File: src/rtl/mem_port_arbiter.sv
// mem_port_arbiter
//   Shares one memory-master port among instruction fetch, data read and
//   data write. A single transaction is outstanding at a time: the winner's
//   word-aligned address (and write data) is latched in IDLE, the strobe is
//   held through WAIT until mem_ready_n is low, the granted requester gets
//   a one-cycle valid pulse, and DONE inserts one dead cycle before
//   arbitration resumes.
//
//   Optional feature macro: MEM_PORT_ARBITER_RR_EN
//     undefined : fixed priority write > data read > instruction
//     defined   : round-robin, last granted requester becomes lowest
//
// Ports
//   clock, reset                 rising-edge clock, synchronous active-high reset
//   ia / ia_enable               instruction fetch address / request
//   iv / iv_valid                fetched word / completion pulse
//   da_in / da_in_enable         data-read address / request
//   dv_in / dv_in_valid          read word / completion pulse
//   da_out / da_out_enable       data-write address / request
//   dv_out / dv_out_valid        write word / completion pulse
//   mem_address                  word-aligned memory address
//   mem_read_n, mem_write_n      active-low strobes
//   mem_write_data               write data to memory
//   mem_read_data, mem_ready_n   read data / active-low ready from memory
//   busy                         high whenever not in IDLE
module mem_port_arbiter #(
    parameter int ADDR_WIDTH = 25,
    parameter int DATA_WIDTH = 32
) (
    input  logic                  clock,
    input  logic                  reset,
    input  logic [31:0]           ia,
    input  logic                  ia_enable,
    output logic [DATA_WIDTH-1:0] iv,
    output logic                  iv_valid,
    input  logic [31:0]           da_in,
    input  logic                  da_in_enable,
    output logic [DATA_WIDTH-1:0] dv_in,
    output logic                  dv_in_valid,
    input  logic [31:0]           da_out,
    input  logic                  da_out_enable,
    input  logic [DATA_WIDTH-1:0] dv_out,
    output logic                  dv_out_valid,
    output logic [ADDR_WIDTH-1:0] mem_address,
    output logic                  mem_read_n,
    output logic                  mem_write_n,
    output logic [DATA_WIDTH-1:0] mem_write_data,
    input  logic [DATA_WIDTH-1:0] mem_read_data,
    input  logic                  mem_ready_n,
    output logic                  busy
);

    typedef enum logic [1:0] {S_IDLE, S_WAIT, S_DONE} state_t;
    typedef enum logic [1:0] {G_NONE, G_INSTR, G_READ, G_WRITE} grant_t;

    state_t state, state_nx;
    grant_t grant, grant_nx;

    logic [ADDR_WIDTH-1:0] addr_nx;
    logic [DATA_WIDTH-1:0] wdata_nx, iv_nx, dv_in_nx;
    logic                  rd_n_nx, wr_n_nx;
    logic                  iv_valid_nx, dv_in_valid_nx, dv_out_valid_nx;

    // Requester index: 0 = instruction, 1 = data read, 2 = data write
    logic [2:0]  req;
    logic        win_found;
    logic [1:0]  win_idx;
    logic [31:0] win_addr;

    assign req = {da_out_enable, da_in_enable, ia_enable};

    // Upper/low address bits are intentionally dropped by the alignment
    logic unused_addr_bits;
    assign unused_addr_bits = ^{ia, da_in, da_out};

`ifdef MEM_PORT_ARBITER_RR_EN
    logic [1:0] last_idx, last_nx;

    // Candidate k (1..3) in descending index order starting just below the
    // last grant, so the last granted requester is checked last.
    function automatic logic [1:0] rot(input logic [1:0] last, input int k);
        int v;
        v = (int'(last) + 3 - k) % 3;
        return v[1:0];
    endfunction

    always_comb begin
        win_found = 1'b0;
        win_idx   = 2'd0;
        for (int k = 1; k <= 3; k++) begin
            if (!win_found && req[rot(last_idx, k)]) begin
                win_found = 1'b1;
                win_idx   = rot(last_idx, k);
            end
        end
    end
`else
    always_comb begin
        win_found = |req;
        if (req[2])      win_idx = 2'd2;
        else if (req[1]) win_idx = 2'd1;
        else             win_idx = 2'd0;
    end
`endif

    always_comb begin
        case (win_idx)
            2'd2:    win_addr = da_out;
            2'd1:    win_addr = da_in;
            default: win_addr = ia;
        endcase
    end

    always_comb begin
        state_nx        = state;
        grant_nx        = grant;
        addr_nx         = mem_address;
        wdata_nx        = mem_write_data;
        rd_n_nx         = mem_read_n;
        wr_n_nx         = mem_write_n;
        iv_nx           = iv;
        dv_in_nx        = dv_in;
        iv_valid_nx     = 1'b0;
        dv_in_valid_nx  = 1'b0;
        dv_out_valid_nx = 1'b0;
`ifdef MEM_PORT_ARBITER_RR_EN
        last_nx         = last_idx;
`endif
        case (state)
            S_IDLE: begin
                rd_n_nx = 1'b1;
                wr_n_nx = 1'b1;
                if (win_found) begin
                    state_nx = S_WAIT;
                    addr_nx  = {win_addr[ADDR_WIDTH-1:2], 2'b00};
`ifdef MEM_PORT_ARBITER_RR_EN
                    last_nx  = win_idx;
`endif
                    case (win_idx)
                        2'd2: begin
                            grant_nx = G_WRITE;
                            wr_n_nx  = 1'b0;
                            wdata_nx = dv_out;
                        end
                        2'd1: begin
                            grant_nx = G_READ;
                            rd_n_nx  = 1'b0;
                        end
                        default: begin
                            grant_nx = G_INSTR;
                            rd_n_nx  = 1'b0;
                        end
                    endcase
                end
            end
            S_WAIT: begin
                if (!mem_ready_n) begin
                    state_nx = S_DONE;
                    rd_n_nx  = 1'b1;
                    wr_n_nx  = 1'b1;
                    case (grant)
                        G_INSTR: begin
                            iv_nx       = mem_read_data;
                            iv_valid_nx = 1'b1;
                        end
                        G_READ: begin
                            dv_in_nx       = mem_read_data;
                            dv_in_valid_nx = 1'b1;
                        end
                        G_WRITE: dv_out_valid_nx = 1'b1;
                        default: ;
                    endcase
                end
            end
            S_DONE: begin
                state_nx = S_IDLE;
                grant_nx = G_NONE;
                rd_n_nx  = 1'b1;
                wr_n_nx  = 1'b1;
            end
            default: begin
                state_nx = S_IDLE;
                grant_nx = G_NONE;
                rd_n_nx  = 1'b1;
                wr_n_nx  = 1'b1;
            end
        endcase
    end

    always_ff @(posedge clock) begin
        if (reset) begin
            state          <= S_IDLE;
            grant          <= G_NONE;
            mem_address    <= '0;
            mem_write_data <= '0;
            mem_read_n     <= 1'b1;
            mem_write_n    <= 1'b1;
            iv             <= '0;
            dv_in          <= '0;
            iv_valid       <= 1'b0;
            dv_in_valid    <= 1'b0;
            dv_out_valid   <= 1'b0;
            busy           <= 1'b0;
`ifdef MEM_PORT_ARBITER_RR_EN
            // Instruction as "last granted" gives write > read > instruction
            last_idx       <= 2'd0;
`endif
        end else begin
            state          <= state_nx;
            grant          <= grant_nx;
            mem_address    <= addr_nx;
            mem_write_data <= wdata_nx;
            mem_read_n     <= rd_n_nx;
            mem_write_n    <= wr_n_nx;
            iv             <= iv_nx;
            dv_in          <= dv_in_nx;
            iv_valid       <= iv_valid_nx;
            dv_in_valid    <= dv_in_valid_nx;
            dv_out_valid   <= dv_out_valid_nx;
            busy           <= (state_nx != S_IDLE);
`ifdef MEM_PORT_ARBITER_RR_EN
            last_idx       <= last_nx;
`endif
        end
    end

endmodule

File: config.mk
export PLATFORM = sky130hd
export DESIGN_NAME = mem_port_arbiter
export DESIGN_NICKNAME = d
export VERILOG_FILES = /design/src/rtl/mem_port_arbiter.sv
export SDC_FILE = /design/constraint.sdc
export NUM_CORES = 1
export LEC_CHECK = 0
export ABC_CLOCK_PERIOD_IN_PS = 1550
export CAP_MARGIN = 5
export CORE_MARGIN = 1.5
export CORE_UTILIZATION = 38
export CTS_BUF_LIST = sky130_fd_sc_hd__clkbuf_8 sky130_fd_sc_hd__clkbuf_16
export DETAILED_ROUTE_END_ITERATION = 8
export GPL_TIMING_DRIVEN = 0
export PLACE_DENSITY = 0.78
export SLEW_MARGIN = 20
export SYNTH_ARGS = -nofsm -noshare
export SYNTH_HDL_FRONTEND = slang
export SYNTH_SLANG_ARGS = --single-unit
File: constraint.sdc
create_clock -name clock -period 1.55 [get_ports clock]
set_input_delay 0.155 -clock clock [delete_from_list [all_inputs] [get_ports clock]]
set_output_delay 0.155 -clock clock [all_outputs]
set_load 0.02 [all_outputs]
==> impl_summary.txt <==
----------------------------------------------------
[Global route]
  Initial antenna violation count ... 0
  Vias in the first global route ... about 5,500
  Maximum number of pins on one net before global-route repair ... 17
  Total congestion overflow ... 0
  GRT Overall Usage ... 0.252
  Global-route wire length before repair ... 28.0 mm

[Critical path]
  Crit path max-delay family ... buffers and inverters
  Data required, critical path ... ~1.4 ns
  Largest incremental delay on the critical path ... 0.64 ns
  Number of buffers and inverters on the critical path ... 1
  Number of cell instances on the worst register-to-register path ... 5
  Maximum fanout encountered on the critical timing path ... 2
  Category of the most critical setup path ... register to output pin
  Startpoint type of the worst setup path ... register
  R2R Path End ... iv[22]
  Worst setup EP type ... output pin
  Startpoint of the worst-slack reg-to-reg timing path ... state[0]
  Worst reg2reg setup slack ... around 0.060 ns
  WP data arrival ... 1.38 ns
  Slowest-stage cell, CP ... sky130_fd_sc_hd__clkdlybuf4s50_1
  Ordered cell list for the critical path ... clkdlybuf4s50_1

[Timing]
  Setup Viol. Count Final ... 0
  Maximum clock rate ... 653 MHz
  Minimum clock period ... 1.53 ns
  Actual transition at the worst max-transition pin ... 0.605 ns
  Worst hold slack after final layout ... 0.193 ns
  Minimum setup slack in the final design ... around 0.018 ns
  Max-Slew Margin vs Limit ... 0.596
  Unrepaired setup endpoints after global routing ... true
  Number of pins exceeding their max-slew limit in the final report ... 0
  Hold Fails Final Rpt ... 0
  Period Utilization, post-route ... 0.989
  Setup clock skew after layout ... 0.00758 ns

[Min path]
  Hold wc startpoint ... reset
  Worst hold path class ... input port to register
  Hold EP ... mem_write_n
  Cell depth of the worst hold path ... 3

[Route]
  Number of iterations in the first detailed-routing pass ... 5
  Detail Route Antenna Nets ... 0
  Number of violations reported at the end of detailed-routing iteration 0 ... 425
  Residual DRC count ... 0
  Vias per cell ... 5.05
  Detailed-route wire length ... 18.0 mm
  Average detailed-routed wire length per instance ... 16.7 microns
  Total number of vias ... 5,439

[Clock tree]
  Master cell of the clock root buffer ... sky130_fd_sc_hd__clkbuf_16
  Number of buffers created by CTS ... 17
  Number of hold buffers added after cts ... 0
  TritonCTS clock tree ... built
  Maximum level of the CTS H-tree ... 4
  Maximum root-to-sink buffer count ... 2
  Worst-path clk slew ... 0.05 ns
  Worst skew pair latency ... between 0.4 and 0.5 ns
  Number of clock sinks ... 129

[Synth]
  Part of the Yosys area used for sequential elements ... 0.501
  Yosys warns ... 0
  Synth Area in Simple Gates ... 0.159
  Parity-gate share of the synthesized area counting xor and xnor cells ... 0
  Post-synth cell types ... 33
  Mux share of post-synthesis cell area ... 0.0447
  Largest cells by area after synthesis ... sky130_fd_sc_hd__dfxtp_1, sky130_fd_sc_hd__a21oi_1, sky130_fd_sc_hd__nand2_1
  Average cell area after synthesis ... 8.46 sq um
  Top-area cell type share of the netlist area ... 0.501
  Area of the mapped netlist ... 5150 sq um
  Share of the synthesized area in compound gates (AO/OA/AOI/OAI) ... 0.230
  Library cell occupying the most area in the post-synthesis netlist ... sky130_fd_sc_hd__dfxtp_1
  Flip-flop and latch count after synthesis ... ~130
  Combinational family with the most area after synthesis ... compound AO/OA/AOI/OAI gates
  Fraction of the mapped netlist area in adder cells ... 0
  Number of cells produced by synthesis ... 609

[Placement]
  Count of buffers inserted at the top-level ports ... 260
  Cell count after placement ... around 1,000
  Placement Setup Slack ... -0.347 ns
  Final weighted congestion in routability-driven placement ... 0.845
  Instance area at placement ... roughly 8000 sq um
  Detailed-placement wirelength estimate ... about 13 mm

[Layout]
  Diodes inserted ... 0
  Post-route insts no fill ... between 1,000 and 1,500
  Nets ... 1,054
  Register area ... 2590 sq um
  # fillers ... about 1,200
  Share of cells above drive strength 1 ... 0.0899
  Post-Layout Inst Area ... between 8000 and 9000 sq um
  Area growth from synthesis to final layout ... 69.8%
  Multi-input gate area ... 2240 sq um

[Power and ir drop]
  Cell Int Power ... 6.69 mW
  Clock share of power ... 0.433
  Share of power burned in combinational logic ... 0.174
  Power density relative to cell area ... around 1000 nW/um^2
  Relative contribution of sequential cells to total power ... 0.393
  Switching portion of total power ... 0.259
  NetSw ... 2.34 mW
  Leakage dissipation ... 4.46 nW
  Peak VDD IR ... 679 uV
  Total power ... 9.04 mW

[Floorplanning]
  Number of rows in the core area ... 42
  Die height ... 119 microns
  Effective utilization at floorplan ... 0.389
  Overall die width ... 119 microns
  I/O Pins ... roughly 290
  Core region area ... 13,200 sq um
  Overall die area ... 14,300 sq um

[Job]
  Count of max-cap constraint violations ... 0

[Outcome]
  Outcome ... completed

----------------------------------------------------
==> kinds of logic (layout without fill, tap and decap cells) <==
group,after synthesis,in the layout
compound gates,216,216
buf+inv,64,355
flops,129,129
mux,23,23
other cells,1,2
simple gates,176,176
==> registers in the layout, summed over array words and instances (netlist names) <==
signal          count
iv_valid            1
mem_write_data     32
dv_in_valid         1
state               2
dv_in              32
mem_address        23
busy                1
iv                 32
mem_read_n          1
mem_write_n         1
dv_out_valid        1
grant               2
==> cell usage after synthesis <==
cell                       instances
sky130_fd_sc_hd__buf_4             2
sky130_fd_sc_hd__o21ai_0          40
sky130_fd_sc_hd__buf_6             8
sky130_fd_sc_hd__nand2b_1          2
sky130_fd_sc_hd__nor3b_1           1
sky130_fd_sc_hd__nor2_1            4
sky130_fd_sc_hd__and2_1            1
sky130_fd_sc_hd__dfxtp_1         129
sky130_fd_sc_hd__and3b_1           1
sky130_fd_sc_hd__mux2i_1          23
sky130_fd_sc_hd__o22ai_1           1
sky130_fd_sc_hd__and3_1            2
sky130_fd_sc_hd__inv_1             2
sky130_fd_sc_hd__clkbuf_1         32
sky130_fd_sc_hd__nor2b_1           4
sky130_fd_sc_hd__nand3_1          64
sky130_fd_sc_hd__a21oi_1         100
sky130_fd_sc_hd__conb_1            1
sky130_fd_sc_hd__or3b_1            1
sky130_fd_sc_hd__or3b_2            1
sky130_fd_sc_hd__nor3b_4           1
sky130_fd_sc_hd__a21oi_4           1
sky130_fd_sc_hd__nor3_1            2
sky130_fd_sc_hd__a22o_1           23
sky130_fd_sc_hd__o21a_1            1
sky130_fd_sc_hd__buf_2            18
sky130_fd_sc_hd__nor3b_2           1
sky130_fd_sc_hd__nand2_1          89
sky130_fd_sc_hd__buf_1             2
sky130_fd_sc_hd__o21ai_1          49
sky130_fd_sc_hd__or2_1             1
sky130_fd_sc_hd__o21bai_1          1
sky130_fd_sc_hd__or3_4             1
==> metal layers <==
metal,part of all wire,track usage,vias to the layer above,routed length [microns]
li1,-,-,2680,-
met1,0.43,0.312,2540,7650
met5,0,0,-,0
met2,0.48,0.402,191,8660
met4,0.023,0.108,0,420
met3,0.069,0.0838,28,1240
==> per-stage QoR <==
| stage | utilization | setup TNS (ns) |
|---|---|---|
| 2_1_floorplan | - | 0 |
| 3_3_place_gp | 0.602 | -18.78 |
| 3_5_place_dp | 0.602 | -19.82 |
| 4_1_cts | 0.645 | 0 |
| 5_1_grt | 0.660 | -0.0115 |
| 6_report | 0.660 | 0 |
==> power by group through the flow <==
| stage | Combinational, mW | Clock [mW] | Sequential (mW) |
|---|---|---|---|
| after floorplan | 0.569 | 0 | 3.79 |
| after CTS | 1.58 | 3.98 | 3.56 |
| after global routing | 1.69 | 4.14 | 3.57 |
| final | 1.57 | 3.91 | 3.55 |
| after detailed placement | 1.59 | 0 | 3.62 |
| after global placement | 1.58 | 0 | 3.62 |
==> how the worst max path moves through the flow <==
stage | end | cells past startpoint | slack [ns] | start
after global placement | iv[23] | 6 | -0.32 | mem_ready_n
after floorplan | iv[22] | 5 | 0.19 | state[0]
after global routing | iv[7] | 4 | -0.008 | grant[1]
final | iv[29] | 1 | 0.02 | iv[29]
after detailed placement | iv[24] | 6 | -0.35 | mem_ready_n
after CTS | mem_address[20] | 1 | 0.0004 | mem_address[20]
==> layout make-up <==
cell class | count | area share
clock inverter | 12 | 0.0133
multi-input combinational | 417 | 0.257
timing repair buffer | 260 | 0.314
inverter | 2 | 0.000859
sequential | 129 | 0.296
clock buffer | 20 | 0.0534
tap | 176 | 0.0252
buffer | 61 | 0.0412
==> layout by cell type (no fill, tap or decap), drive strengths merged, types with 2 or more instances in the layout <==
cell	count
o21ai	89
a21oi	101
inv	4
nor2	4
and3	2
dfxtp	129
nand2b	2
or3b	2
a22o	23
dlygate4sd2	25
nand3	64
clkdlybuf4s50	167
nand2	89
clkinv	6
clkinvlp	2
nor3	2
dlymetal6s2s	68
clkbuf	53
conb	2
mux2i	23
nor3b	3
buf	28
nor2b	4
bufinv	2
==> timing repair <==
action                                  in CTS  in global routing
endpoints found under the setup margin      71                152
gates resized for setup                     34                101
buffers inserted                             0                  0
Power figures use the tool's default switching activity.
